<file path="src/rtl/sm_addsub_seq.sv">
// -----------------------------------------------------------------------------
// sm_addsub_seq
//   Multi-cycle sign-magnitude adder/subtractor. A request (A, B, op) is
//   captured when in_valid meets in_ready. The operands are then converted to
//   two's complement, added, and converted back to sign-magnitude over three
//   one-cycle steps. The result is held in DONE until the consumer takes it.
//
// Ports
//   clk        rising-edge clock
//   rst_n      asynchronous active-low reset
//   in_valid   operation request
//   in_ready   block can accept a request (IDLE only)
//   A, B       operands, sign-magnitude, bit W = sign (1 = negative)
//   op         0 = A+B, 1 = A-B
//   out_valid  result available (DONE only)
//   out_ready  consumer takes result
//   R          result, sign-magnitude, bit W = sign, never negative zero
//   ovf        result magnitude needs more than W bits
//   c          {Ac, Bc}: which operands were complemented for this operation
// -----------------------------------------------------------------------------
module sm_addsub_seq #(
    parameter int W = 32
) (
    input  logic         clk,
    input  logic         rst_n,
    input  logic         in_valid,
    output logic         in_ready,
    input  logic [W:0]   A,
    input  logic [W:0]   B,
    input  logic         op,
    output logic         out_valid,
    input  logic         out_ready,
    output logic [W:0]   R,
    output logic         ovf,
    output logic [1:0]   c
);

    typedef enum logic [2:0] {
        IDLE  = 3'd0,
        SETUP = 3'd1,
        ADD   = 3'd2,
        FIX   = 3'd3,
        DONE  = 3'd4
    } state_t;

    // Magnitude widened by two bits and negated on request; the extra bits
    // hold the sign and the carry out of a W-bit magnitude sum.
    function automatic logic signed [W+1:0] sm_to_tc(input logic [W-1:0] mag,
                                                     input logic neg);
        logic signed [W+1:0] ext;
        ext = {2'b00, mag};
        return neg ? -ext : ext;
    endfunction

    // Absolute value of the sum; cannot overflow because |S| < 2^(W+1).
    function automatic logic [W+1:0] tc_abs(input logic signed [W+1:0] v);
        return v[W+1] ? -v : v;
    endfunction

    state_t              state_r, state_s;
    logic                in_ready_r, out_valid_r;
    logic                accept_s;
    logic [W:0]          a_r, b_r;
    logic                op_r;
    logic                ac_s, bc_s, ac_r, bc_r;
    logic signed [W+1:0] ax_s, bx_s, ax_r, bx_r;
    logic signed [W+1:0] sum_s, s_r;
    logic [W+1:0]        abs_s;
    logic [W-1:0]        mag_s;
    logic                sign_s, ovf_s;
    logic [W:0]          r_r;
    logic                ovf_r;
    logic [1:0]          c_r;

    assign accept_s  = in_valid & in_ready_r;
    assign in_ready  = in_ready_r;
    assign out_valid = out_valid_r;
    assign R         = r_r;
    assign ovf       = ovf_r;
    assign c         = c_r;

    // Next-state logic: fixed three-step pipeline, then hold until consumed.
    always_comb begin
        state_s = state_r;
        case (state_r)
            IDLE: begin
                if (accept_s) state_s = SETUP;
                else          state_s = IDLE;
            end
            SETUP:   state_s = ADD;
            ADD:     state_s = FIX;
            FIX:     state_s = DONE;
            DONE: begin
                if (out_ready) state_s = IDLE;
                else           state_s = DONE;
            end
            default: state_s = IDLE;
        endcase
    end

    // Datapath combinational steps for SETUP and FIX.
    always_comb begin
        ac_s   = a_r[W];
        bc_s   = b_r[W] ^ op_r;
        ax_s   = sm_to_tc(a_r[W-1:0], ac_s);
        bx_s   = sm_to_tc(b_r[W-1:0], bc_s);
        sum_s  = ax_r + bx_r;
        abs_s  = tc_abs(s_r);
        mag_s  = abs_s[W-1:0];
        ovf_s  = abs_s[W] | abs_s[W+1];
        // A zero magnitude is always reported as +0, even on overflow.
        sign_s = s_r[W+1] & (mag_s != {W{1'b0}});
    end

    // State register plus registered handshake flags decoded from next state.
    always_ff @(posedge clk or negedge rst_n) begin
        if (!rst_n) begin
            state_r     <= IDLE;
            in_ready_r  <= 1'b1;
            out_valid_r <= 1'b0;
        end else begin
            state_r     <= state_s;
            in_ready_r  <= (state_s == IDLE);
            out_valid_r <= (state_s == DONE);
        end
    end

    // Request capture on accept.
    always_ff @(posedge clk or negedge rst_n) begin
        if (!rst_n) begin
            a_r  <= {(W+1){1'b0}};
            b_r  <= {(W+1){1'b0}};
            op_r <= 1'b0;
        end else if (accept_s) begin
            a_r  <= A;
            b_r  <= B;
            op_r <= op;
        end
    end

    // SETUP: complement flags and two's-complement operands.
    always_ff @(posedge clk or negedge rst_n) begin
        if (!rst_n) begin
            ac_r <= 1'b0;
            bc_r <= 1'b0;
            ax_r <= {(W+2){1'b0}};
            bx_r <= {(W+2){1'b0}};
        end else if (state_r == SETUP) begin
            ac_r <= ac_s;
            bc_r <= bc_s;
            ax_r <= ax_s;
            bx_r <= bx_s;
        end
    end

    // ADD: full-width sum, no truncation.
    always_ff @(posedge clk or negedge rst_n) begin
        if (!rst_n) begin
            s_r <= {(W+2){1'b0}};
        end else if (state_r == ADD) begin
            s_r <= sum_s;
        end
    end

    // FIX: back to sign-magnitude; outputs change only on the FIX->DONE edge.
    always_ff @(posedge clk or negedge rst_n) begin
        if (!rst_n) begin
            r_r   <= {(W+1){1'b0}};
            ovf_r <= 1'b0;
            c_r   <= 2'b00;
        end else if (state_r == FIX) begin
            r_r   <= {sign_s, mag_s};
            ovf_r <= ovf_s;
            c_r   <= {ac_r, bc_r};
        end
    end

endmodule

</file>
<file path="config.mk">
export PLATFORM = sky130hd
export DESIGN_NAME = sm_addsub_seq
export DESIGN_NICKNAME = d
export VERILOG_FILES = /design/src/rtl/sm_addsub_seq.sv
export SDC_FILE = /design/constraint.sdc
export NUM_CORES = 1
export LEC_CHECK = 0
export CORE_MARGIN = 3
export CORE_UTILIZATION = 55
export DETAILED_ROUTE_END_ITERATION = 8
export GPL_ROUTABILITY_DRIVEN = 0
export GPL_TIMING_DRIVEN = 0
export PLACE_DENSITY = 0.76
export SLEW_MARGIN = 20
export SYNTH_ARGS = -nofsm -noshare
export SYNTH_HDL_FRONTEND = slang
export SYNTH_SLANG_ARGS = --single-unit
</file>
<file path="constraint.sdc">
create_clock -name clk -period 4.35 [get_ports clk]
set_clock_uncertainty 0.15 [all_clocks]
set_input_delay 0.6525 -clock clk [delete_from_list [all_inputs] [get_ports clk]]
set_output_delay 0.6525 -clock clk [all_outputs]
set_load 0.05 [all_outputs]
</file>
==> Word-level counts from Yosys, hierarchy flattened <==
Cells that the tools add are included.
{ "word_totals": {"inputBits": 71, "out_inout_bits": 38, "word_cells": 36, "regBits": 212} }
{ "classes": {"muxes": 6, "add_sub_neg": 4, "n_eq_ne": 5, "n_bitwise": 4, "reduce_logical": 3} }
{ "op_table": {"columns": ["operator", "n"], "rows": [
  ["34-bit two-way mux", 3],
  ["32-bit negation with 34-bit output", 2],
  ["34-bit adder", 1],
  ["34-bit negation", 1],
  ["32-bit nonzero test", 1],
  ["3-bit one-hot mux with 5 select lines", 1],
  ["3-bit by 2-bit equality test with 1-bit output (second input constant)", 2],
  ["3-bit equality test (second input constant)", 2],
  ["3-bit logical NOT", 2],
  ["3-bit by 1-bit equality test with 1-bit output (second input constant)", 1],
  ["3-bit two-way mux", 1],
  ["1-bit AND", 2],
  ["1-bit two-way mux", 1],
  ["1-bit OR", 1],
  ["1-bit XOR", 1]
]} }

==> Longest topological paths before layout <==
Gate-level depths: netlist (run 1).
{ "depth": {"word_depth": 4, "depth_mapped": 11, "mapped_depth_nobuf": 11} }

==> Worst setup path after synthesis (run 1) <==
No wires, ideal clock.
{ "synth_timing": {"path_kind": "flip-flop to flip-flop", "startpoint": "register ax_r[0]", "endpoint": "register s_r[30]", "setup_slack_ns": 1.598, "arrival_time_ns": 2.478, "period_less_slack_ns": 2.752, "path_stages_with_launch": 12, "n_path_buf": 0, "path_cell_list": "dfrtp_1 ha_1 inv_1 fa_1 nor2b_1 o31ai_1 a21oi_1 a22o_1 a31oi_1 o21ai_0 a21o_1 a211o_1"} }
{ "synth_between": {"elab_chain_cells": 1} }
{ "synth_rtl": {"columns": ["item", "line", "source"], "rows": [
  ["start, declared", "66", "logic signed [W+1:0] ax_s, bx_s, ax_r, bx_r;"],
  ["start signal, assigned", "146", "ax_r <= {(W+2){1'b0}};"],
  ["start signal, assigned", "151", "ax_r <= ax_s;"],
  ["34-bit adder", "107", "sum_s = ax_r + bx_r;"],
  ["end signal, assigned", "159", "s_r <= {(W+2){1'b0}};"],
  ["end signal, assigned", "161", "s_r <= sum_s;"],
  ["end, declared", "67", "logic signed [W+1:0] sum_s, s_r;"]
]} }
Every way passes these cells.
A chain may end at the register's enable or synchronous reset.

==> Final worst setup path (run 1) <==
Same ends and word-level chain as after synthesis.

==> flow_metrics.tcl, run 1 <==
set metrics [dict create \
    layout_setup_ws_ns 0.9560 \
    synth_cells 1234 \
    finalHoldViolCount 0 \
    ant_nets 0 \
    reg2reg_depth 11 \
    arrival_ns 3.66 \
    syn_to_final_growth_pct 19.44 \
    die-area_um2 23340 \
    die_x_um 152.8 \
    max_freq_mhz 294.6 \
    critical_path_required_ns 4.61 \
    cts_tree "yes" \
    tightest_slew_ns 0.8195 \
    total_power_mw 12.76 \
    critPathMaxStageDelay_ns 0.44 \
    synth_cell_types 70 \
    ys_async_sr_fraction_pct 100.0 \
    first_pass_iters 5 \
    h-tree-depth 1 \
    overflow 0 \
    status "completed" \
    clockBufferDepth 3 \
    coreArea_um2 21090 \
    ys_ff_latch 212 \
    first_iter_violations 510 \
    yosysSeqAreaShare_pct 44.79 \
    critPathCaptureType "flop" \
    r2r-start "ax_r[0]" \
    yosysWarnings 0 \
    place_ws_ns 1.026 \
    place_hpwl_mm 21.56 \
    slew_violations 0 \
    cts-root-buf "clkbuf_16" \
    cts_buffers 24 \
    syn-cell-area_um2 11850 \
    io_pins 109 \
    path_clk_slew_ns 0.06 \
    post-route-min-period_ns 3.394 \
    hold_ws_ns 0.3211 \
    io_buffers 108 \
    hold_path_depth 2 \
    dr_total_vias 9504 \
    grt_pass1_wl_mm 46.65 \
    synthFlopType "dfrtp_1" \
    fillers 1728 \
    antenna_cells 0 \
    drc_errors 0 \
    crit_fanout 5 \
    syn-num-nets 1343 \
    start_kind "flop" \
    wl_per_cell_um 17.06 \
    fin_nets 1480 \
    avgViaCountPerCell 5.718 \
    std_cell_rows 53 \
    cts_resized 0 \
    peakVddDrop_mv 0.4951 \
    crit_path_top_delay_cell "a31oi_1" \
    grt_usage_pct 23.85 \
    hold_path.class "reg2reg" \
    antenna_found_initial 0 \
    crit_type "reg2reg" \
    multi_input_area_um2 6207 \
    first_global_vias 9473 \
    routed_wl_mm 28.36 \
    holdPathEnd "ac_r" \
    synth_edf_count 0 \
    syn_area_per_cell_um2 9.601 \
    p_leak_nw 6.180 \
    min_from "ac_r" \
    insertion_delay_ns 0.53 \
    rsz0062_at_grt "false" \
    r2r-end "s_r[30]" \
    die_h_um 152.8 \
    drive_gt1_share_pct 10.31 \
    setup_viol 0 \
    r2r_setup_slack_ns 0.96 \
    regArea_um2 5306 \
    path_cells "ha_1 > inv_1 > fa_1 > nor2b_1 > o31ai_1 > a21oi_1 > a22o_1 > a31oi_1 > o21ai_0 > a21o_1 > a211o_1" \
    numClockSinks 212 \
    power.density_nw_per_um2 901.9 \
    utilization_pct 67.11 \
    slew_headroom_pct 44.98 \
    finalCritPeriodShare_pct 78.02 \
    grt_max_degree 100 \
    start_util_pct 56.18 \
    cap_viol_max_count 0 \
]
cell usage after synthesis, drive strengths merged, types with 7 or more instances:
cell type	instances	area share [%]
nand3	15	0.72
o31ai	22	1.4
a211oi	13	0.82
nor2b	7	0.37
nor4	10	0.87
nand2b	9	0.54
mux2	72	6.8
or4	14	0.95
a21oi	41	1.7
or2	7	0.39
xnor2	44	3.3
inv	16	0.51
o21ai	173	7.3
nand4	7	0.37
clkbuf	62	2.0
o21a	7	0.44
dfrtp	211	45
o41ai	13	1.1
and3	8	0.42
nor3	22	1.1
a31oi	12	0.63
a21o	22	1.4
nand2	200	6.3
xor2	77	5.7
ha	37	3.9
nor2	47	1.6
placed cells by master, fill, tap and decap left out, drive strengths merged, types with 8 or more instances in the layout:
cell,Yosys,layout
dfrtp,211,211
nand2,200,200
o21ai,173,173
clkdlybuf4s50,0,107
clkbuf,62,96
xor2,77,77
mux2,72,72
nor2,47,47
xnor2,44,44
a21oi,41,41
ha,37,37
a21o,22,22
o31ai,22,22
nor3,22,22
inv,16,16
nand3,15,15
or4,14,14
a211oi,13,13
o41ai,13,13
a31oi,12,12
nor4,10,10
nand2b,9,9
buf,6,9
and3,8,8
layer usage:
metal	global-route usage, %	up-vias	wire length (um)
met5	0	-	0
met1	31.98	4487	12640
li1	-	4664	-
met3	3.011	71	1366
met4	8.782	0	1111
met2	40.06	282	13240
report_power, final:
part           switching [mW]  total (mW)  internal, mW
logic                    4.05        6.84          2.79
registers               0.944        3.91          2.97
clock network           0.804        2.01          1.21
area by class of cell:
| class | count | area share (%) |
|---|---|---|
| clock inverters | 8 | 0.6366 |
| repair buffers | 111 | 8.134 |
| inverters | 16 | 0.4244 |
| clock buffers | 34 | 5.075 |
| multi-input cells | 938 | 43.86 |
| plain buffers | 68 | 1.936 |
| well taps | 275 | 2.431 |
| flip-flops and latches | 212 | 37.50 |
state kept, by name, summed over array words and instances, names as in the netlist, 2 cells and up:
name     flops
ax_r        34
bx_r        34
s_r         34
R           33
a_r         33
b_r         33
state_r      3
c            2
logic make-up (layout without fill, tap and decap cells):
logic type,after synthesis,after routing,synth area share (%)
flops,212,212,44.79
buf+inv,84,237,2.820
fa+ha+maj,38,38,4.076
mux,78,78,7.350
xor+xnor,121,121,8.945
simple gates,373,373,15.34
compound gates,328,328,16.68
worst max-delay path by stage:
stage	slack (ns)	to	from	cells after the start
floorplan	1.60	s_r[30]	ax_r[0]	11
global placement	-6.21	b_r[29]	rst_n	1
detailed placement	1.03	s_r[30]	ax_r[0]	11
CTS	1.0	s_r[30]	ax_r[0]	11
global route	0.66	s_r[30]	ax_r[0]	11
finish	0.96	s_r[30]	ax_r[0]	11
what timing repair did:
action,in CTS,in global routing
setup buffers,0,0
endpoints found under the hold margin,51,0
hold buffers,1,0
worst max-delay path, delay by kind of cell (launching register included):
kind                       cells  cell delay, ns
AOI/OAI and AO/OA              7            2.07
and+or+nand+nor                1            0.07
adders and majority gates      2            0.49
buffers and inverters          1            0.09
DFF                            1            0.39
stage by stage:
step	setup TNS [ns]	instances	cell area, um2
finish	0	1662	14150
CTS	0	1662	14150
global placement	-1307.48	1617	13270
detailed placement	0	1619	13330
floorplan	0	1234	11850
global route	0	1662	14150
Power figures use the tool's default switching activity.
==> run 2, diff against run 1 <==
- CORE_UTILIZATION: 55 -> 53
- clock period: 4.35 -> 2.8 ns (I/O delays scaled with it)
==> run 2 against run 1 <==
The flow now finishes with violations (setup timing). Flip-flop and latch count is the same. Maximum frequency rose by 18%. Hold slack got worse by 0.11 ns. Count of clock-buffer cells in the layout is the same. Wire length is 7.6% higher. Core utilization is 1.7 points higher. Sequential share of layout area fell by 2.2 points. Cell area up 6.4%. Critical path depth decreased by 3. Sequential power rose by 61%. Setup slack lost 1.0 ns. Combinational power increased by 73%. Critical path type unchanged.
==> flow_metrics.tcl, run 2 (synthesis results as in run 1) <==
set metrics [dict create \
    status "finished, violations left" \
    violations "setup timing" \
    path_clk_slew_ns 0.06 \
    slew_violations 0 \
    layout_common_cells "dfrtp_1, nand2_1, o21ai_0, clkdlybuf4s50_1, xor2_1" \
    first_iter_violations 575 \
    dpl-instance-area_um2 13340 \
    routed_wl_mm 30.52 \
    critical_path_required_ns 3.05 \
    start_kind "flop" \
    cts_tree "yes" \
    insertion_delay_ns 0.53 \
    grt_max_degree 98 \
    multi_input_area_um2 6738 \
    r2r_setup_slack_ns -0.08 \
    syn_to_final_growth_pct 27.06 \
    power.density_nw_per_um2 1422 \
    die_x_um 155.5 \
    max_freq_mhz 347.8 \
    hold_path.class "in2async" \
    place_hpwl_mm 21.56 \
    die_h_um 155.5 \
    crit_path_top_delay_cell "or4_4" \
    wl_per_cell_um 17.87 \
    largestRegisters "ax_r (34), bx_r (34), s_r (34)" \
    r2r-start "a_r[6]" \
    clockBufferDepth 3 \
    fillers 1630 \
    overflow 0 \
    h-tree-depth 1 \
    reg2reg_depth 8 \
    crit_type "reg2reg" \
    setup.worst_path.start "a_r[6]" \
    cts_buffers 24 \
    layout_setup_ws_ns -0.07505 \
    path_cells "or4_4 > nor4_4 > or3b_4 > or2_4 > nand2b_4 > o41ai_4 > xor2_1 > o21ai_1" \
    rsz0062_at_grt "true" \
    first_pass_iters 7 \
    regArea_um2 5315 \
    path_buf_inv 0 \
    final_common_cell "dfrtp_1" \
    post-route-min-period_ns 2.875 \
    crit_fanout 4 \
    die-area_um2 24180 \
    coreArea_um2 21890 \
    top_layer "met4" \
    drive_gt1_share_pct 18.28 \
    finalCritPeriodShare_pct 102.7 \
    p_leak_nw 6.500 \
    start_util_pct 54.12 \
    peakVddDrop_mv 0.8773 \
    io_buffers 108 \
    drc_errors 0 \
    critPathMaxStageDelay_ns 0.54 \
    tightest_slew_ns 0.9330 \
    antenna_cells 0 \
    met2_wirelength_mm 14.93 \
    grt_pass1_wl_mm 48.63 \
    cap_viol_max_count 0 \
    dr_total_vias 9934 \
    r2r-end "ax_r[28]" \
    utilization_pct 68.76 \
    met1_length_mm 13.17 \
    final_cell_area_um2 15050 \
    first_global_vias 9590 \
    wl_met3_mm 1.453 \
    slew_headroom_pct 37.36 \
    finalHoldViolCount 0 \
    cts-root-buf "clkbuf_16" \
    path_delay_family "simple AND/OR/NAND/NOR gates" \
    io_pins 109 \
    finalSetupTns_ns -0.1924 \
    avgViaCountPerCell 5.816 \
    setup_viol 4 \
    numClockSinks 212 \
    critPathCaptureType "flop" \
    std_cell_rows 54 \
    fin_nets 1520 \
    grt_usage_pct 24.21 \
    ant_nets 0 \
    arrival_ns 3.12 \
    antenna_found_initial 0 \
]
## run 2: cell types whose count changed in the layout (fill, tap and decap cells not counted), sizes merged
cell,delta
buf,+45
clkbuf,-5
bufinv,+3
clkinv,-3
clkinvlp,+1
## run 2: metal layers
metal	global-route usage [%]	up-vias
met5	0	-
met1	32.40	4788
met3	3.032	85
met4	7.461	0
met2	41.42	316
li1	-	4745
## run 2: what timing repair did
action | in CTS | in global routing
pin swaps | 17 | 49
hold buffers | 1 | 0
buffers inserted | 16 | 30
setup endpoints to repair | 24 | 32
resized for setup | 49 | 72
hold endpoints to repair | 42 | 0
## run 2: layout make-up
cell class / count / share of cell area (%)
Tap cell: 280 / 2.327
Clock inverter: 9 / 1.056
Timing Repair Buffer: 157 / 9.966
Inverter: 16 / 0.3990
Sequential cell: 212 / 35.31
Buffer: 62 / 1.745
Clock buffer: 34 / 4.439
Multi-Input combinational cell: 938 / 44.76
## run 2: power breakdown
group | leakage, nW | total, mW | switching (mW) | internal (mW)
clock | 0.401 | 3.29 | 1.26 | 2.03
combinational | 3.52 | 11.8 | 6.79 | 5.05
sequential | 2.58 | 6.29 | 1.67 | 4.62
total | 6.50 | 21.4 | 9.71 | 11.7
## run 2: stage by stage
step / setup slack, ns / total power, mW / hold slack [ns] / std cells
3_5_place_dp: -0.4469 / 16.61 / 0.1511 / 1624
6_report: -0.07505 / 21.41 / 0.2142 / 1708
3_3_place_gp: -7.393 / 16.23 / 0.3093 / 1622
5_1_grt: -0.1612 / 22.93 / 0.2394 / 1708
4_1_cts: -0.1275 / 20.41 / 0.2141 / 1680
2_1_floorplan: 0.04839 / 13.65 / -0.02559 / 1234
## run 2: worst max-delay path by stage
| stage | cells past startpoint | endpoint | slack (ns) |
|---|---|---|---|
| floorplan | 11 | s_r[30] | 0.05 |
| global placement | 1 | b_r[30] | -7.39 |
| detailed placement | 11 | s_r[30] | -0.45 |
| CTS | 8 | ax_r[28] | -0.13 |
| finish | 8 | ax_r[28] | -0.08 |
| global route | 8 | ax_r[28] | -0.16 |
